===== src/rtl/fetch_pkg.sv =====
`default_nettype none
// ---------------------------------------------------------------------------
// fetch_pkg : shared types and constants for the fetch stage and its BTB.
// Revision  : 1.0
// ---------------------------------------------------------------------------
package fetch_pkg;

    typedef enum logic [1:0] {
        FS_REQ   = 2'd0,
        FS_WAIT  = 2'd1,
        FS_HOLD  = 2'd2,
        FS_DRAIN = 2'd3
    } fetch_state_t;

    localparam logic [31:0] NOP_INSTR = 32'h0000_0013;

    // Upper bound on tag width; shorter tags are stored zero-extended.
    localparam int BTB_TAG_W = 30;

    typedef struct packed {
        logic                 valid;
        logic [BTB_TAG_W-1:0] tag;
        logic [31:0]          target;
    } btb_entry_t;

endpackage
`default_nettype wire


===== src/rtl/fetch_btb.sv =====
`default_nettype none
// ---------------------------------------------------------------------------
// fetch_btb : direct-mapped branch target buffer, one lookup and one write port.
// Revision  : 1.0
// ---------------------------------------------------------------------------
module fetch_btb #(
    parameter int ENTRIES = 16
) (
    input  logic        clk,
    input  logic        rst,
    input  logic [29:0] lookup_word,
    output logic        hit,
    output logic [31:0] target,
    input  logic        we,
    input  logic [29:0] wr_word,
    input  logic [31:0] wr_target
);
    import fetch_pkg::*;

    localparam int IDX_W = $clog2(ENTRIES);

    btb_entry_t           btb_mem [ENTRIES];
    btb_entry_t           rd_entry;
    logic [BTB_TAG_W-1:0] rd_tag;
    logic [BTB_TAG_W-1:0] wr_tag;

    assign rd_tag   = lookup_word >> IDX_W;
    assign wr_tag   = wr_word >> IDX_W;
    // Combinational read of the registered array: same-cycle writes are not visible.
    assign rd_entry = btb_mem[lookup_word[IDX_W-1:0]];
    assign hit      = rd_entry.valid && (rd_entry.tag == rd_tag);
    assign target   = rd_entry.target;

    always_ff @(posedge clk) begin
        if (rst) begin
            for (int i = 0; i < ENTRIES; i++) begin
                btb_mem[i].valid <= 1'b0;
            end
        end else if (we) begin
            btb_mem[wr_word[IDX_W-1:0]] <= '{valid: 1'b1, tag: wr_tag, target: wr_target};
        end
    end

endmodule
`default_nettype wire


===== src/rtl/stage_fetch.sv =====
`default_nettype none
// ---------------------------------------------------------------------------
// stage_fetch : PC owner, next-PC selection and imem request FSM feeding decode.
// Revision    : 1.0
// ---------------------------------------------------------------------------
module stage_fetch #(
    parameter logic [31:0] RESET_PC    = 32'h0000_0000,
    parameter int          BTB_ENTRIES = 16,
    parameter logic [31:0] NOP_INSTR   = fetch_pkg::NOP_INSTR
) (
    input  logic        clk,
    input  logic        rst,
    input  logic        stall,
    input  logic        redirect,
    input  logic [31:0] redirectPc,
    input  logic        btbWe,
    input  logic [31:0] btbWPc,
    input  logic [31:0] btbWTarget,
    output logic [31:0] predPc,
    input  logic        predTaken,
    output logic        imemReq,
    output logic [31:0] imemAddr,
    input  logic        imemValid,
    input  logic [31:0] imemRdata,
    output logic        fetchValid,
    output logic [31:0] instrF,
    output logic [31:0] pcF,
    output logic [31:0] pcPlus4F,
    output logic        bPredictedTakenF
);
    import fetch_pkg::*;

    fetch_state_t state;
    fetch_state_t state_next;
    logic [31:0]  pc;
    logic [31:0]  pc_next;
    logic [31:0]  hold_buf;
    logic [31:0]  hold_buf_next;
    logic [31:0]  seq_pc;
    logic [31:0]  next_pc;
    logic [31:0]  btb_target;
    logic         btb_hit;
    logic         pred_taken;
    logic         unused_bits;

    assign unused_bits = ^{redirectPc[1:0], btbWPc[1:0]};

    fetch_btb #(
        .ENTRIES (BTB_ENTRIES)
    ) u_btb (
        .clk         (clk),
        .rst         (rst),
        .lookup_word (pc[31:2]),
        .hit         (btb_hit),
        .target      (btb_target),
        .we          (btbWe),
        .wr_word     (btbWPc[31:2]),
        .wr_target   (btbWTarget)
    );

    assign seq_pc     = pc + 32'd4;
    assign pred_taken = predTaken & btb_hit;
    assign next_pc    = pred_taken ? btb_target : seq_pc;

    always_ff @(posedge clk) begin
        if (rst) begin
            state    <= FS_REQ;
            pc       <= RESET_PC;
            hold_buf <= '0;
        end else begin
            state    <= state_next;
            pc       <= pc_next;
            hold_buf <= hold_buf_next;
        end
    end

    always_comb begin
        state_next    = state;
        pc_next       = pc;
        hold_buf_next = hold_buf;
        if (redirect) begin
            pc_next = {redirectPc[31:2], 2'b00};
            unique case (state)
                FS_REQ:   state_next = FS_DRAIN;
                FS_WAIT:  state_next = imemValid ? FS_REQ : FS_DRAIN;
                FS_HOLD:  state_next = FS_REQ;
                FS_DRAIN: state_next = imemValid ? FS_REQ : FS_DRAIN;
                default:  state_next = FS_REQ;
            endcase
        end else begin
            unique case (state)
                FS_REQ: state_next = FS_WAIT;
                FS_WAIT: begin
                    if (imemValid) begin
                        if (stall) begin
                            hold_buf_next = imemRdata;
                            state_next    = FS_HOLD;
                        end else begin
                            pc_next    = next_pc;
                            state_next = FS_REQ;
                        end
                    end
                end
                FS_HOLD: begin
                    if (!stall) begin
                        pc_next    = next_pc;
                        state_next = FS_REQ;
                    end
                end
                FS_DRAIN: begin
                    if (imemValid) begin
                        state_next = FS_REQ;
                    end
                end
                default: state_next = FS_REQ;
            endcase
        end
    end

    always_comb begin
        imemReq          = 1'b0;
        fetchValid       = 1'b0;
        instrF           = NOP_INSTR;
        bPredictedTakenF = 1'b0;
        if (!rst) begin
            // A request issued alongside a redirect still goes out; it is drained later.
            imemReq    = (state == FS_REQ);
            fetchValid = !redirect && (((state == FS_WAIT) && imemValid) || (state == FS_HOLD));
            if (fetchValid) begin
                instrF           = (state == FS_HOLD) ? hold_buf : imemRdata;
                bPredictedTakenF = pred_taken;
            end
        end
    end

    assign imemAddr = pc;
    assign predPc   = pc;
    assign pcF      = pc;
    assign pcPlus4F = seq_pc;

endmodule
`default_nettype wire


===== config.mk =====
export PLATFORM = sky130hd
export DESIGN_NAME = stage_fetch
export DESIGN_NICKNAME = d
export VERILOG_FILES = /design/src/rtl/fetch_pkg.sv /design/src/rtl/fetch_btb.sv /design/src/rtl/stage_fetch.sv
export SDC_FILE = /design/constraint.sdc
export NUM_CORES = 1
export LEC_CHECK = 0
export CORE_ASPECT_RATIO = 1.4
export CORE_MARGIN = 5
export CORE_UTILIZATION = 45
export CTS_BUF_LIST = sky130_fd_sc_hd__clkbuf_8
export DETAILED_ROUTE_END_ITERATION = 10
export GPL_TIMING_DRIVEN = 0
export HOLD_SLACK_MARGIN = 0.08
export PLACE_DENSITY = 0.74
export SLEW_MARGIN = 30
export SYNTH_ARGS = -nofsm -noshare
export SYNTH_HDL_FRONTEND = slang
export SYNTH_SLANG_ARGS = --single-unit

===== constraint.sdc =====
create_clock -name clk -period 5.2 [get_ports clk]
set_input_delay 0.52 -clock clk [delete_from_list [all_inputs] [get_ports clk]]
set_output_delay 0.52 -clock clk [all_outputs]
set_load 0.05 [all_outputs]

==> results_dict.tcl, run 1 <==
set metrics [dict create \
    status "complete, no violations" \
    slew_headroom 0.284 \
    worstSetupStartpointType "flop" \
    p_total_mw 17.2 \
    r2r_cells 11 \
    drt_wl_total_um 121000 \
    place_inst 3703 \
    final_hold_viol_count 0 \
    ys_ff_latch 1014 \
    place_area_sq_mm 0.0469 \
    vdd_drop_max_mv 0.165 \
    switching_share 0.259 \
    cts_tree "yes" \
    synth_seq_area_share 0.728 \
    clk_latency_ps 810 \
    p_int_mw 12.8 \
    synth_warnings 0 \
    root_buffer "clkbuf_8" \
    viasPerCell 6.04 \
    cp_data_arrival_time_ps 4490 \
    async_flop_share 0 \
    cts_sinks 1014 \
    yosysUniqueCellTypes 53 \
    p_clk_frac 0.333 \
    initial_core_util 0.453 \
    hold_path.class "in2reg" \
    hold_slack_ps 285 \
    powerDensity_mw_per_mm2 347 \
    cts_max_level 4 \
    p_switching_mw 4.45 \
    pre_cts_slack_ps -915 \
    overflow 0 \
    detail-route-antenna-nets 0 \
    p_leak_nw 16.1 \
    fin_nets 2794 \
    grt_pass1_vias 24095 \
    grt.total_usage 0.248 \
    cp.required_ps 4680 \
    whs_path_depth 3 \
    fmax_mhz 200 \
    syn_nets 2276 \
    grt_max_degree 20 \
    worstSetupPathType "reg2out" \
    antenna_found_initial 14 \
    portBuffers 293 \
    synthFlopType "edfxtp_1" \
    vias 23856 \
    mappedNetlistArea_sq_mm 0.0406 \
    dieArea_sq_mm 0.0965 \
    drv_slew 0 \
    fin_crit_ps 5010 \
    final_common_cell "edfxtp_1" \
    coreArea_sq_mm 0.0898 \
    layout_common_cells "edfxtp_1 (928), clkdlybuf4s50_1 (291), mux4_2 (269)" \
    cts_inserted_buffers 141 \
    synthCells 2140 \
    drt-initial-drc-count 3098 \
    synth_edf_count 928 \
    routedWlPerCell_um 30.8 \
    die_h_um 366 \
    drt_pass1_iterations 9 \
    gp_congestion 0.904 \
    cts_buffer_depth 3 \
    ios 298 \
    period_share 0.963 \
    p_seq_frac 0.531 \
    drc_errors 0 \
    cap_violations 0 \
    rsz0062_at_grt "false" \
    fin_cells 3951 \
    worstMarginPinSlew_ps 1070 \
    num_rows 130 \
    hpwl_um 87800 \
    clkSlewWorstSetupHoldPaths_ps 70 \
    setup_ws_ps 191 \
    die_w_um 264 \
    finClkSkew_ps 21.4 \
    critPathMaxFanout 7 \
    cts_hold_buffers 0 \
    p_comb_frac 0.137 \
    design_area_sq_mm 0.0496 \
    setup_violations 0 \
    synth_area_per_cell_sq_um 19.0 \
    drive_gt1_frac 0.248 \
    area_delta_synth_final_pct 22.1 \
    grt_pass1_wl_um 172000 \
    cp-end-kind "output port" \
]
==> Yosys cell counts (all sizes together) (3+ instances only) <==
cell type | number | area, sq um
and2 | 3 | 18.8
xnor2 | 35 | 307
a22oi | 3 | 22.5
edfxtp | 928 | 27900
nand3 | 23 | 115
a22o | 4 | 35.0
or4 | 3 | 30.0
xor2 | 20 | 175
nor2 | 35 | 131
o22ai | 3 | 18.8
mux2 | 3 | 33.8
mux2i | 42 | 420
a211oi | 5 | 37.5
a31oi | 30 | 188
and3 | 10 | 62.6
o211ai | 32 | 240
a21oi | 71 | 355
nand2b | 10 | 62.6
inv | 15 | 56.3
nand2 | 154 | 578
clkbuf | 77 | 289
o21ai | 57 | 285
dfxtp | 86 | 1720
nand4 | 38 | 238
a21o | 18 | 135
nor4 | 8 | 68.8
mux4 | 269 | 6060
o21a | 4 | 30.0
buf | 116 | 776
nor2b | 5 | 31.3
nor3 | 9 | 45.0
and4 | 5 | 43.8
==> cells by family after synthesis <==
family,count (synthesis),synth area share
flops,1014,0.728
mux,314,0.160
simple gates,311,0.0366
compound gates,236,0.0353
buf+inv,209,0.0277
xor+xnor,55,0.0119
fa+ha+maj,1,0.000308
==> what timing repair did <==
action,CTS,global route
resized for setup,45,8
buffers inserted,1,0
endpoints found under the setup margin,36,3
pin swaps,1,0
==> sequential cells by signal, indices dropped and copies added, names as in the netlist, named ones only <==
name           cells
hold_buf          32
imemAddr          30
u_btb.btb_mem    944
state              2
==> power by group through the flow <==
stage / Clock, mW / Combinational (mW) / Sequential [mW]
5_1_grt: 6.17 / 2.45 / 9.13
4_1_cts: 5.80 / 2.35 / 9.13
3_3_place_gp: 0 / 2.24 / 9.30
2_1_floorplan: 0 / 1.33 / 9.32
3_5_place_dp: 0 / 2.32 / 9.30
6_report: 5.72 / 2.35 / 9.13
==> critical path, stage by stage, from the launching register on <==
cell and delay (ps):
dfxtp_1 520, clkbuf_1 390, and4_1 340, nand4_1 350, nor3_2 430, nand3_1 150, xnor2_1 520, clkdlybuf4s50_1 970
==> routing by layer <==
layer,up-vias,GRT usage,part of all wire
li1,9685,-,-
met1,12134,0.301,0.35
met2,1710,0.419,0.49
met3,323,0.0719,0.11
met4,4,0.106,0.048
met5,-,0,0.00022
==> through the flow <==
| stage | setup TNS (ps) | utilization |
|---|---|---|
| after floorplan | 0 | - |
| after global placement | -2490830 | 0.502 |
| after detailed placement | -6850 | 0.523 |
| after CTS | 0 | 0.552 |
| after global routing | 0 | 0.553 |
| final | 0 | 0.553 |
==> worst paths after layout <==
path	startpoint	endpoint	slack (ps)
max	imemAddr[12]	pcPlus4F[28]	190
min	imemRdata[21]	hold_buf[21]	280
max reg2reg	flop	imemAddr[11]	290
min reg2reg	hold_buf[3]	hold_buf[3]	450
==> cell type report <==
cell class	count	area [sq um]
sequential	1014	29600
multi-input combinational	917	10100
tap	1188	1490
timing repair buffer	376	4670
antenna	7	17.5
fill	6710	40200
clock buffer	148	2040
clock inverter	93	500
buffer	192	1120
inverter	16	60.1
Power figures use the tool's default switching activity.
==> run 2, diff against run 1 <==
--- a/config.mk
+++ b/config.mk
@@ -6,7 +6,7 @@
 export NUM_CORES = 1
 export LEC_CHECK = 0
 export CORE_ASPECT_RATIO = 1.4
-export CORE_MARGIN = 5
+export CORE_MARGIN = 10
 export CORE_UTILIZATION = 45
 export CTS_BUF_LIST = sky130_fd_sc_hd__clkbuf_8
 export DETAILED_ROUTE_END_ITERATION = 10
==> run 2 against run 1 <==
Net effect: sequential cell count is the same; combinational power is essentially flat; register-to-register slack gained 170 ps; via count shrank 1.1%; non-clock buffer count shrank 2; global-route usage shrank 1.7 points; sequential share of layout area shrank 0.18 points; cell area grew 0.30%; routed wire length shrank 0.50%; cell count grew 0.33%.
==> results_dict.tcl, run 2 (synthesis gave the netlist of run 1 again) <==
set metrics [dict create \
    status "complete, no violations" \
    worstSetupStartpointType "flop" \
    final_common_cell "edfxtp_1" \
    drv_slew 0 \
    grt_max_degree 20 \
    largest_register "u_btb.btb_mem" \
    register_area_sq_mm 0.0296 \
    area_delta_synth_final_pct 22.5 \
    hold_path.class "in2reg" \
    num_rows 130 \
    slowest_stage "clkdlybuf4s18_2" \
    rrSetupSlack_ps 460 \
    p_leak_nw 16.2 \
    cts_hold_buffers 0 \
    largest_reg_flops 944 \
    layout_common_cells "edfxtp_1 (928), clkdlybuf4s50_1 (289), mux4_2 (269)" \
    slew_headroom 0.352 \
    finClkSkew_ps 30.6 \
    top_layer_used "met5" \
    p_clk_frac 0.339 \
    drt_pass1_iterations 6 \
    cp_top_family "buffers and inverters" \
    whs_path_depth 3 \
    ios 298 \
    portBuffers 293 \
    p_switching_mw 4.46 \
    clkSlewWorstSetupHoldPaths_ps 60 \
    pre_cts_slack_ps -966 \
    wl_met1_um 43000 \
    r2r_cells 10 \
    gp_congestion 0.922 \
    cts_max_level 4 \
    routedWlPerCell_um 30.5 \
    p_comb_frac 0.135 \
    cts_sinks 1014 \
    cp.required_ps 4680 \
    fmax_mhz 199 \
    drc_errors 0 \
    fin_nets 2793 \
    antenna_found_initial 14 \
    min-delay-start "imemRdata[17]" \
    worstMarginPinSlew_ps 972 \
    hpwl_um 87500 \
    period_share 0.968 \
    grt_pass1_wl_um 170000 \
    die_w_um 274 \
    drive_gt1_frac 0.249 \
    switching_share 0.257 \
    critPathMaxFanout 10 \
    cap_violations 0 \
    drt-initial-drc-count 2893 \
    crit_chain "buf_2 > clkdlybuf4s18_2 > clkbuf_4 > clkdlybuf4s18_2 > clkbuf_1 > clkbuf_4 > a21oi_1 > nor4bb_1 > nand4_1 > nor2_1 > buf_2" \
    vias 23593 \
    fillers 6598 \
    vdd_drop_max_mv 0.190 \
    cts_inserted_buffers 142 \
    worstSetupPathType "reg2out" \
    grt.total_usage 0.231 \
    multiInputGateArea_sq_mm 0.0101 \
    detail-route-antenna-nets 0 \
    cts_tree "yes" \
    setup_violations 0 \
    rsz0062_at_grt "false" \
    cpPeakStageDelay_ps 510 \
    overflow 0 \
    cp-end-kind "output port" \
    drt_wl_total_um 121000 \
    final_hold_viol_count 0 \
    root_buffer "clkbuf_8" \
    worstReg2RegEnd "imemAddr[24]" \
    p_int_mw 12.9 \
    grt_pass1_vias 23914 \
    setup_ws_ps 166 \
    critPathBufInv 7 \
    fin_crit_ps 5030 \
    hold_end "hold_buf[17]" \
    hold_slack_ps 361 \
    initial_core_util 0.453 \
    die_h_um 376 \
    p_seq_frac 0.526 \
    viasPerCell 5.95 \
    coreArea_sq_mm 0.0896 \
    clk_latency_ps 770 \
    cts_buffer_depth 3 \
    wl_met3_um 13300 \
    met2_length_um 59100 \
    dieArea_sq_mm 0.103 \
    powerDensity_mw_per_mm2 348 \
    cp_data_arrival_time_ps 4510 \
]
==> run 2: changes by cell type in the layout (fill, tap and decap cells not counted), moves of 3 or more <==
| cell | before | now |
|---|---|---|
| diode_2 | 7 | 3 |
| clkinv_1 | 21 | 28 |
| buf_16 | 45 | 48 |
| clkinv_2 | 11 | 15 |
| inv_8 | 4 | 1 |
| inv_1 | 62 | 65 |
| buf_6 | 25 | 21 |
| inv_6 | 2 | 5 |
==> run 2: worst register-to-register path, stage by stage, from the launching register on <==
cell	delay (ps)
dfxtp_1	320
buf_2	270
clkdlybuf4s18_2	510
clkbuf_4	370
clkdlybuf4s18_2	510
clkbuf_1	510
clkbuf_1	790
mux4_2	430
mux4_2	540
nand4_1	250
a31oi_1	130
==> run 2: worst max path at each step <==
stage / startpoint / endpoint / cells after the start
after floorplan: rst / u_btb.btb_mem[1][0] / 4
after global placement: rst / u_btb.btb_mem[3][18] / 5
after detailed placement: flop / bPredictedTakenF / 11
after CTS: flop / bPredictedTakenF / 12
after global routing: flop / bPredictedTakenF / 13
final: flop / bPredictedTakenF / 11
==> run 2: area by class of cell <==
type	count	area share
plain buffers	192	0.0228
repair buffers	374	0.0943
inverters	16	0.00121
flip-flops and latches	1014	0.594
multi-input cells	917	0.203
diodes	3	0.000151
well taps	1188	0.0299
clock inverters	111	0.0126
clock buffers	149	0.0412
==> run 2: timing repair <==
| action | CTS | global route |
|---|---|---|
| pin swaps | 1 | 1 |
| cloned | 0 | 0 |
| setup endpoints to repair | 32 | 4 |
| buffers inserted | 0 | 1 |
| resized for setup | 45 | 8 |
==> run 2: routing by layer <==
| metal | track usage | vias to the layer above |
|---|---|---|
| li1 | - | 9701 |
| met3 | 0.0708 | 315 |
| met2 | 0.379 | 1530 |
| met1 | 0.277 | 12029 |
| met5 | 0 | - |
| met4 | 0.104 | 18 |
==> run 2: power groups by stage <==
stage | Combinational, mW | Sequential [mW] | Clock [mW]
floorplan | 1.33 | 9.32 | 0
CTS | 2.34 | 9.13 | 5.95
global route | 2.44 | 9.13 | 6.32
finish | 2.34 | 9.13 | 5.88
detailed placement | 2.32 | 9.30 | 0
global placement | 2.24 | 9.30 | 0
==> run 2: metrics by stage <==
step | std cells | area [sq um] | setup TNS (ps) | power (mW) | util
after detailed placement | 3701 | 47000 | -7720 | 11.6 | 0.524
after global placement | 3621 | 45100 | -2371890 | 11.5 | 0.503
after floorplan | 2140 | 40700 | 0 | 10.7 | -
after CTS | 3960 | 49700 | -80.2 | 17.4 | 0.555
after global routing | 3963 | 49800 | 0 | 17.9 | 0.555
final | 3964 | 49800 | 0 | 17.3 | 0.555
